File: src/rtl/serial_mod5_pkg.sv
// serial_mod5_pkg
//   Shared types and helpers for the mod-5 serial check link.
//   rem_t       : running remainder of the bit stream value modulo 5
//   tx_state_t  : frame FSM states of the transmitter
//   next_rem    : remainder after appending one bit, (2*r + b) % 5
//   check_bits  : 3-bit check value C that makes (X*8 + C) % 5 == 0,
//                 given r = X % 5 (C = 2*r % 5)
package serial_mod5_pkg;

  localparam int CHK_W = 3;

  typedef enum logic [2:0] {
    MOD0 = 3'd0,
    MOD1 = 3'd1,
    MOD2 = 3'd2,
    MOD3 = 3'd3,
    MOD4 = 3'd4
  } rem_t;

  typedef enum logic [1:0] {
    IDLE  = 2'd0,
    DATA  = 2'd1,
    CHECK = 2'd2
  } tx_state_t;

  // Encodings 5..7 cannot occur; they collapse to MOD0 so the logic stays total.
  function automatic rem_t next_rem(input rem_t r, input logic b);
    rem_t n;
    case (r)
      MOD0:    n = b ? MOD1 : MOD0;
      MOD1:    n = b ? MOD3 : MOD2;
      MOD2:    n = b ? MOD0 : MOD4;
      MOD3:    n = b ? MOD2 : MOD1;
      MOD4:    n = b ? MOD4 : MOD3;
      default: n = MOD0;
    endcase
    return n;
  endfunction

  // Appending three bits multiplies by 8 (== 3 mod 5); C must cancel 3*r,
  // so C == 2*r (mod 5).
  function automatic logic [CHK_W-1:0] check_bits(input rem_t r);
    logic [CHK_W-1:0] c;
    case (r)
      MOD0:    c = 3'd0;
      MOD1:    c = 3'd2;
      MOD2:    c = 3'd4;
      MOD3:    c = 3'd1;
      MOD4:    c = 3'd3;
      default: c = 3'd0;
    endcase
    return c;
  endfunction

endpackage

File: src/rtl/mod5_remainder_tracker.sv
// mod5_remainder_tracker
//   Holds the running remainder (mod 5) of an MSB-first bit stream.
//   Usable on both the transmit and receive side of the link.
// Ports
//   clk      clock
//   rst      synchronous active-high reset, remainder -> MOD0
//   clr      restart the remainder at MOD0 (start of a new frame)
//   advance  fold bit_in into the remainder this cycle
//   bit_in   next stream bit
//   rem      current remainder
module mod5_remainder_tracker
  import serial_mod5_pkg::*;
(
  input  logic clk,
  input  logic rst,
  input  logic clr,
  input  logic advance,
  input  logic bit_in,
  output rem_t rem
);

  always_ff @(posedge clk) begin
    if (rst || clr) begin
      rem <= MOD0;
    end else if (advance) begin
      rem <= next_rem(rem, bit_in);
    end
  end

endmodule

File: src/rtl/serial_mod5_check_transmitter.sv
// serial_mod5_check_transmitter
//   Serializes a DATA_W-bit word MSB-first, one bit per out handshake, then
//   appends a 3-bit check value so the whole frame is divisible by 5.
//   Optional build macro SERIAL_MOD5_TX_FRAME_CNT_EN adds a 16-bit count of
//   completed frames (out_last handshakes), wrapping at 16'hFFFF.
// Ports
//   clk        clock
//   rst        synchronous active-high reset
//   in_valid   payload word offered
//   in_ready   word can be accepted (IDLE and not in reset)
//   in_data    payload word
//   out_valid  out_bit is valid
//   out_ready  sink takes out_bit this cycle
//   out_bit    serial bit, MSB-first
//   out_first  out_bit is the first payload bit of a frame
//   out_last   out_bit is the final check bit of a frame
//   frame_cnt  (macro only) completed-frame counter
module serial_mod5_check_transmitter
  import serial_mod5_pkg::*;
#(
  parameter int DATA_W = 8
) (
  input  logic              clk,
  input  logic              rst,
  input  logic              in_valid,
  output logic              in_ready,
  input  logic [DATA_W-1:0] in_data,
  output logic              out_valid,
  input  logic              out_ready,
  output logic              out_bit,
  output logic              out_first,
  output logic              out_last
`ifdef SERIAL_MOD5_TX_FRAME_CNT_EN
  ,
  output logic [15:0]       frame_cnt
`endif
);

  localparam int CNT_W = ($clog2(DATA_W) > 2) ? $clog2(DATA_W) : 2;

  tx_state_t         state_reg, state_next;
  logic [DATA_W-1:0] shreg_reg, shreg_next;
  logic [CNT_W-1:0]  cnt_reg, cnt_next;
  logic [CHK_W-1:0]  chk_reg, chk_next;
  logic              first_reg, first_next;

  logic rem_clr;
  logic rem_advance;
  rem_t rem;
  logic handshake;

  mod5_remainder_tracker u_rem (
    .clk     (clk),
    .rst     (rst),
    .clr     (rem_clr),
    .advance (rem_advance),
    .bit_in  (out_bit),
    .rem     (rem)
  );

  // Outputs are decoded from registered state only, so they hold while stalled.
  always_comb begin
    in_ready  = (state_reg == IDLE) && !rst;
    out_valid = 1'b0;
    out_bit   = 1'b0;
    out_first = 1'b0;
    out_last  = 1'b0;
    case (state_reg)
      DATA: begin
        out_valid = 1'b1;
        out_bit   = shreg_reg[DATA_W-1];
        out_first = first_reg;
      end
      CHECK: begin
        out_valid = 1'b1;
        out_bit   = chk_reg[CHK_W-1];
        out_last  = (cnt_reg == '0);
      end
      default: ;
    endcase
  end

  assign handshake = out_valid && out_ready;

  always_comb begin
    state_next  = state_reg;
    shreg_next  = shreg_reg;
    cnt_next    = cnt_reg;
    chk_next    = chk_reg;
    first_next  = first_reg;
    rem_clr     = 1'b0;
    rem_advance = 1'b0;
    case (state_reg)
      IDLE: begin
        if (in_valid) begin
          shreg_next = in_data;
          cnt_next   = CNT_W'(DATA_W - 1);
          first_next = 1'b1;
          rem_clr    = 1'b1;
          state_next = DATA;
        end
      end
      DATA: begin
        if (handshake) begin
          rem_advance = 1'b1;
          shreg_next  = shreg_reg << 1;
          first_next  = 1'b0;
          if (cnt_reg == '0) begin
            // The registered remainder lags by the bit being sent now,
            // so fold it in before picking the check value.
            chk_next   = check_bits(next_rem(rem, out_bit));
            cnt_next   = CNT_W'(2);
            state_next = CHECK;
          end else begin
            cnt_next = cnt_reg - CNT_W'(1);
          end
        end
      end
      CHECK: begin
        if (handshake) begin
          chk_next = chk_reg << 1;
          if (cnt_reg == '0) begin
            state_next = IDLE;
          end else begin
            cnt_next = cnt_reg - CNT_W'(1);
          end
        end
      end
      default: state_next = IDLE;
    endcase
  end

  always_ff @(posedge clk) begin
    if (rst) begin
      state_reg <= IDLE;
      shreg_reg <= '0;
      cnt_reg   <= '0;
      chk_reg   <= '0;
      first_reg <= 1'b0;
    end else begin
      state_reg <= state_next;
      shreg_reg <= shreg_next;
      cnt_reg   <= cnt_next;
      chk_reg   <= chk_next;
      first_reg <= first_next;
    end
  end

`ifdef SERIAL_MOD5_TX_FRAME_CNT_EN
  logic [15:0] frame_cnt_reg;

  always_ff @(posedge clk) begin
    if (rst) begin
      frame_cnt_reg <= '0;
    end else if (out_last && out_ready) begin
      frame_cnt_reg <= frame_cnt_reg + 16'd1;
    end
  end

  assign frame_cnt = frame_cnt_reg;
`endif

endmodule

File: config.mk
export PLATFORM = sky130hd
export DESIGN_NAME = serial_mod5_check_transmitter
export DESIGN_NICKNAME = d
export VERILOG_FILES = /design/src/rtl/serial_mod5_pkg.sv /design/src/rtl/mod5_remainder_tracker.sv /design/src/rtl/serial_mod5_check_transmitter.sv
export SDC_FILE = /design/constraint.sdc
export NUM_CORES = 1
export LEC_CHECK = 0
export BUFFER_PORTS_ARGS = -buffer_cell sky130_fd_sc_hd__buf_2
export CORE_ASPECT_RATIO = 0.8
export CORE_UTILIZATION = 56
export DETAILED_ROUTE_END_ITERATION = 16
export PLACE_DENSITY = 0.78
export SLEW_MARGIN = 20
export SYNTH_ARGS = -nofsm -noshare
export SYNTH_HDL_FRONTEND = slang
export SYNTH_SLANG_ARGS = --single-unit
File: constraint.sdc
create_clock -name clk -period 2.4 [get_ports clk]
set_input_delay 0.36 -clock clk [delete_from_list [all_inputs] [get_ports clk]]
set_output_delay 0.36 -clock clk [all_outputs]
set_load 0.03 [all_outputs]
==> metrics list <==
- Run status: finished, final reports clean
- Share of the core filled with cells in the final layout: 66.26%
* Crit path launch type: flip-flop
- The count of nets left with antenna violations once routing finished came out at 0.
* Power per cell area: 1199 nW/um^2
- Counting every instance in the synthesized netlist gives 152.
- Mean cell area of the mapped netlist: 8.520 um^2
* Fraction of layout cells with a size suffix above 1: 18.67%
- Global placer's final weighted congestion: 0.8851
* Number of placed instances, taps included: 187
- Final worst clock skew: 0.0006175 ns
- Number of antenna cells inserted: 0
- Highest attainable clock frequency: 447.6 MHz
* Cell Int Power: 1004 uW
* Final-report setup violation count: 0
* Final critical path time including I/O delays and setup: 2.234 ns
* Unrepaired setup endpoints after global routing: no
* Area of the die: 2510 um^2
- In this run the vertical extent of the chip is 45.01 um.
* Cts hold-fix bufs: 0
- Summing every instance area after synthesis gives 1295 um^2.
* Detail-routed via count per cell: 5.937
* Tightest Pin Transition: 0.5180 ns
- Root buffer selected by CTS: sky130_fd_sc_hd__clkbuf_4
- CTS buffer count: 3
- Critical path fanouts, max: 14
- Number of detailed-routing iterations run before antenna repair: 4
- Combined global-route utilization of all metal layers: 23.56%
* Io pins: 17
* HPWL after DPL: 1962 um
* Final cell count without fillers: 191
* FF+latch count, synth: 20
- At the worst endpoint, the required time is 2.04 ns.
- Top-area cell type share of the netlist area: 30.92%
- Maximum buffer depth of the clock tree: 2
* Number of remaining DRC errors: 0
- Dividing the final minimum period by the clock period gives 93.09%.
* Switching Fraction: 41.95%
- The analysis attributes to net switching a power of 725.5 uW.
- In the final routed layout, each cell accounts on average for 14.20 um.
- Of the total synthesized cell area, the portion taken by XOR and XNOR cells is 0.6763%.
- Antenna violations before repair: 0
- For this run the aggregate overflow at the end of global routing stands at 0.
* Total design power: 1729 uW
- Detailed-route via count: 1,134
- IO buf count: 16
- The floorplan has 15 rows.
- Violation count after the first detailed-routing iteration: 46
- Count of max-cap constraint violations: 0
* Largest net degree at the start of global routing: 24
- Area share of and/or/nand/nor cells after synthesis: 20.10%
- Worst voltage drop across the vdd grid: 0.0009085 V
- Clock network fraction of design power: 15.9%
* Lkg Pwr: 0.0005723 uW
* Vias in the first global route: 1,016
- Hold Violations, Final: 0
- Total number of nets in the final design: 187
* Clock input transition at the sequential cells of the worst setup and hold paths: 0.11 ns
* Largest family of logic cells by synthesized area: compound AO/OA/AOI/OAI gates
* Growth of design area from synthesis to finish: 11.40%
- In the post-synthesis netlist, the biggest area contributors are sky130_fd_sc_hd__dfxtp_1 (31%), sky130_fd_sc_hd__ha_1 (7.7%), sky130_fd_sc_hd__a211oi_1 (7.0%), sky130_fd_sc_hd__mux2i_1 (6.2%), sky130_fd_sc_hd__a21oi_1 (4.6%).
- Counting flops with a built-in enable in the synthesized netlist gives 0.
* Post-Route WL: 2713 um
- The tightest min-delay check is of the in2reg type.
- Once the clock tree was built, the setup fixing pass inserted 0 buffers.
- Data arrival time of the critical path: 1.87 ns
* Setup TNS Final: 0 ns
- Number of sinks driven by the clock tree: 20
- Of all flip-flops after synthesis, the portion carrying an async set or reset was 0%.
* Worst hold-check slack: 0.3155 ns
* Count of H-tree levels built during CTS: 1
- The register with the most flip-flops in the layout has 8 of them.
- Among all flip-flop cells after synthesis, the most frequent one is sky130_fd_sc_hd__dfxtp_1.
- Count of distinct cell types in the synthesized netlist: 41
* Share of synthesized area occupied by flip-flops and latches: 30.92%
- Max-slew headroom at the worst pin: 64.58%
- Syn nets: 172
- The share of total power dissipated in sequential elements is 30.0%.
- Library cell occupying the most area in the post-synthesis netlist: sky130_fd_sc_hd__dfxtp_1
* Post-cts sizing count: 0
- Initial cell density of the core: 59.48%
- The worst setup path is captured at a primary output.
* Type of the worst setup path: reg2out
* Placeable core region: 2177 um^2
- First-pass GRT wire length: 4547 um
* Horizontal die dimension: 55.77 um
- For the worst-skew pair, the clock arrives at the later sink with an insertion delay of 0.30 ns.
- The Yosys step of the flow raised 0 warnings.
- The final max-slew violation count is 0.
- Per report_power, the combinational group accounts for 54.1% of the total.
- CTS tree: built
- Complex-gate fraction of the synthesized area: 27.92%
* Proportion of synthesized area in mux cells: 6.184%
* Share of synthesized cell area in full adder, half adder and majority cells: 7.729%
[path summary, 6_finish.rpt]
kind | slack (ns) | cells after the start | endpoint | startpoint
setup reg to reg | 0.17 | 6 | state_reg[1] | state_reg[0]
hold reg to reg | 0.49 | 2 | shreg_reg[0] | shreg_reg[0]
hold / removal | 0.32 | 3 | shreg_reg[0] | in_data[0]
setup / recovery | 0.17 | 4 | out_bit | state_reg[0]
[per-layer routing]
layer / GRT usage (%) / wire length [um]
met5: 0 / 0
met4: 6.000 / 12
met3: 6.017 / 142
met2: 37.35 / 1147
met1: 32.56 / 1410
[Yosys cell counts (2+ instances only)]
| cell | n |
|---|---|
| sky130_fd_sc_hd__nand3_1 | 2 |
| sky130_fd_sc_hd__nand3b_1 | 3 |
| sky130_fd_sc_hd__nor2b_1 | 6 |
| sky130_fd_sc_hd__dfxtp_1 | 20 |
| sky130_fd_sc_hd__a2111oi_0 | 3 |
| sky130_fd_sc_hd__nand2b_1 | 7 |
| sky130_fd_sc_hd__a211oi_1 | 12 |
| sky130_fd_sc_hd__o2111a_1 | 2 |
| sky130_fd_sc_hd__o21ai_0 | 2 |
| sky130_fd_sc_hd__a21oi_1 | 12 |
| sky130_fd_sc_hd__clkbuf_1 | 7 |
| sky130_fd_sc_hd__a31oi_1 | 3 |
| sky130_fd_sc_hd__o31ai_1 | 2 |
| sky130_fd_sc_hd__o32ai_1 | 2 |
| sky130_fd_sc_hd__nor2_1 | 15 |
| sky130_fd_sc_hd__ha_1 | 8 |
| sky130_fd_sc_hd__inv_1 | 10 |
| sky130_fd_sc_hd__mux2i_1 | 8 |
| sky130_fd_sc_hd__nand2_1 | 4 |
| sky130_fd_sc_hd__and2_1 | 3 |
[cell type report]
type	instances	area, um^2
clock buffers	3	22.52
flip-flops and latches	20	400.4
clock inverters	1	30.03
inverters	10	37.54
repair buffers	20	110.1
fillers	187	734.5
multi-input cells	112	810.8
well taps	25	31.28
[through the flow]
step	cell area (um^2)	worst slack [ns]
floorplan	1295	0.2840
global placement	1390	0.3667
detailed placement	1390	0.2188
CTS	1443	0.1656
global route	1443	0.001208
finish	1443	0.1657
[power groups by stage]
stage	Combinational [uW]	Clock [uW]	Sequential (uW)
floorplan	724	0	509
global placement	886	0	520
detailed placement	919	0	526
CTS	925	285	519
global route	1030	299	534
finish	935	275	519
[cells in the final DEF (no fill, tap or decap), types with 6 or more instances in the layout]
cell type	instances
sky130_fd_sc_hd__buf_2	16
sky130_fd_sc_hd__dfxtp_1	20
sky130_fd_sc_hd__ha_1	8
sky130_fd_sc_hd__a211oi_1	12
sky130_fd_sc_hd__mux2i_1	8
sky130_fd_sc_hd__a21oi_1	12
sky130_fd_sc_hd__nand2b_1	7
sky130_fd_sc_hd__nor2b_1	6
sky130_fd_sc_hd__inv_1	10
sky130_fd_sc_hd__nor2_1	15
[kinds of logic after synthesis]
logic type | after synthesis
AND/OR/NAND/NOR | 47
adder cells (fa/ha/maj) | 8
flip-flops | 20
AO/OA/AOI/OAI | 48
multiplexers | 8
buffers and inverters | 20
XOR/XNOR | 1
[critical path: stages (launching register included)]
cell                      delay (ns)
sky130_fd_sc_hd__dfxtp_1        0.43
sky130_fd_sc_hd__inv_1          0.12
sky130_fd_sc_hd__ha_1           0.56
sky130_fd_sc_hd__and2_4         0.26
sky130_fd_sc_hd__buf_2          0.20
No activity file was read; power rests on OpenSTA's default activity.
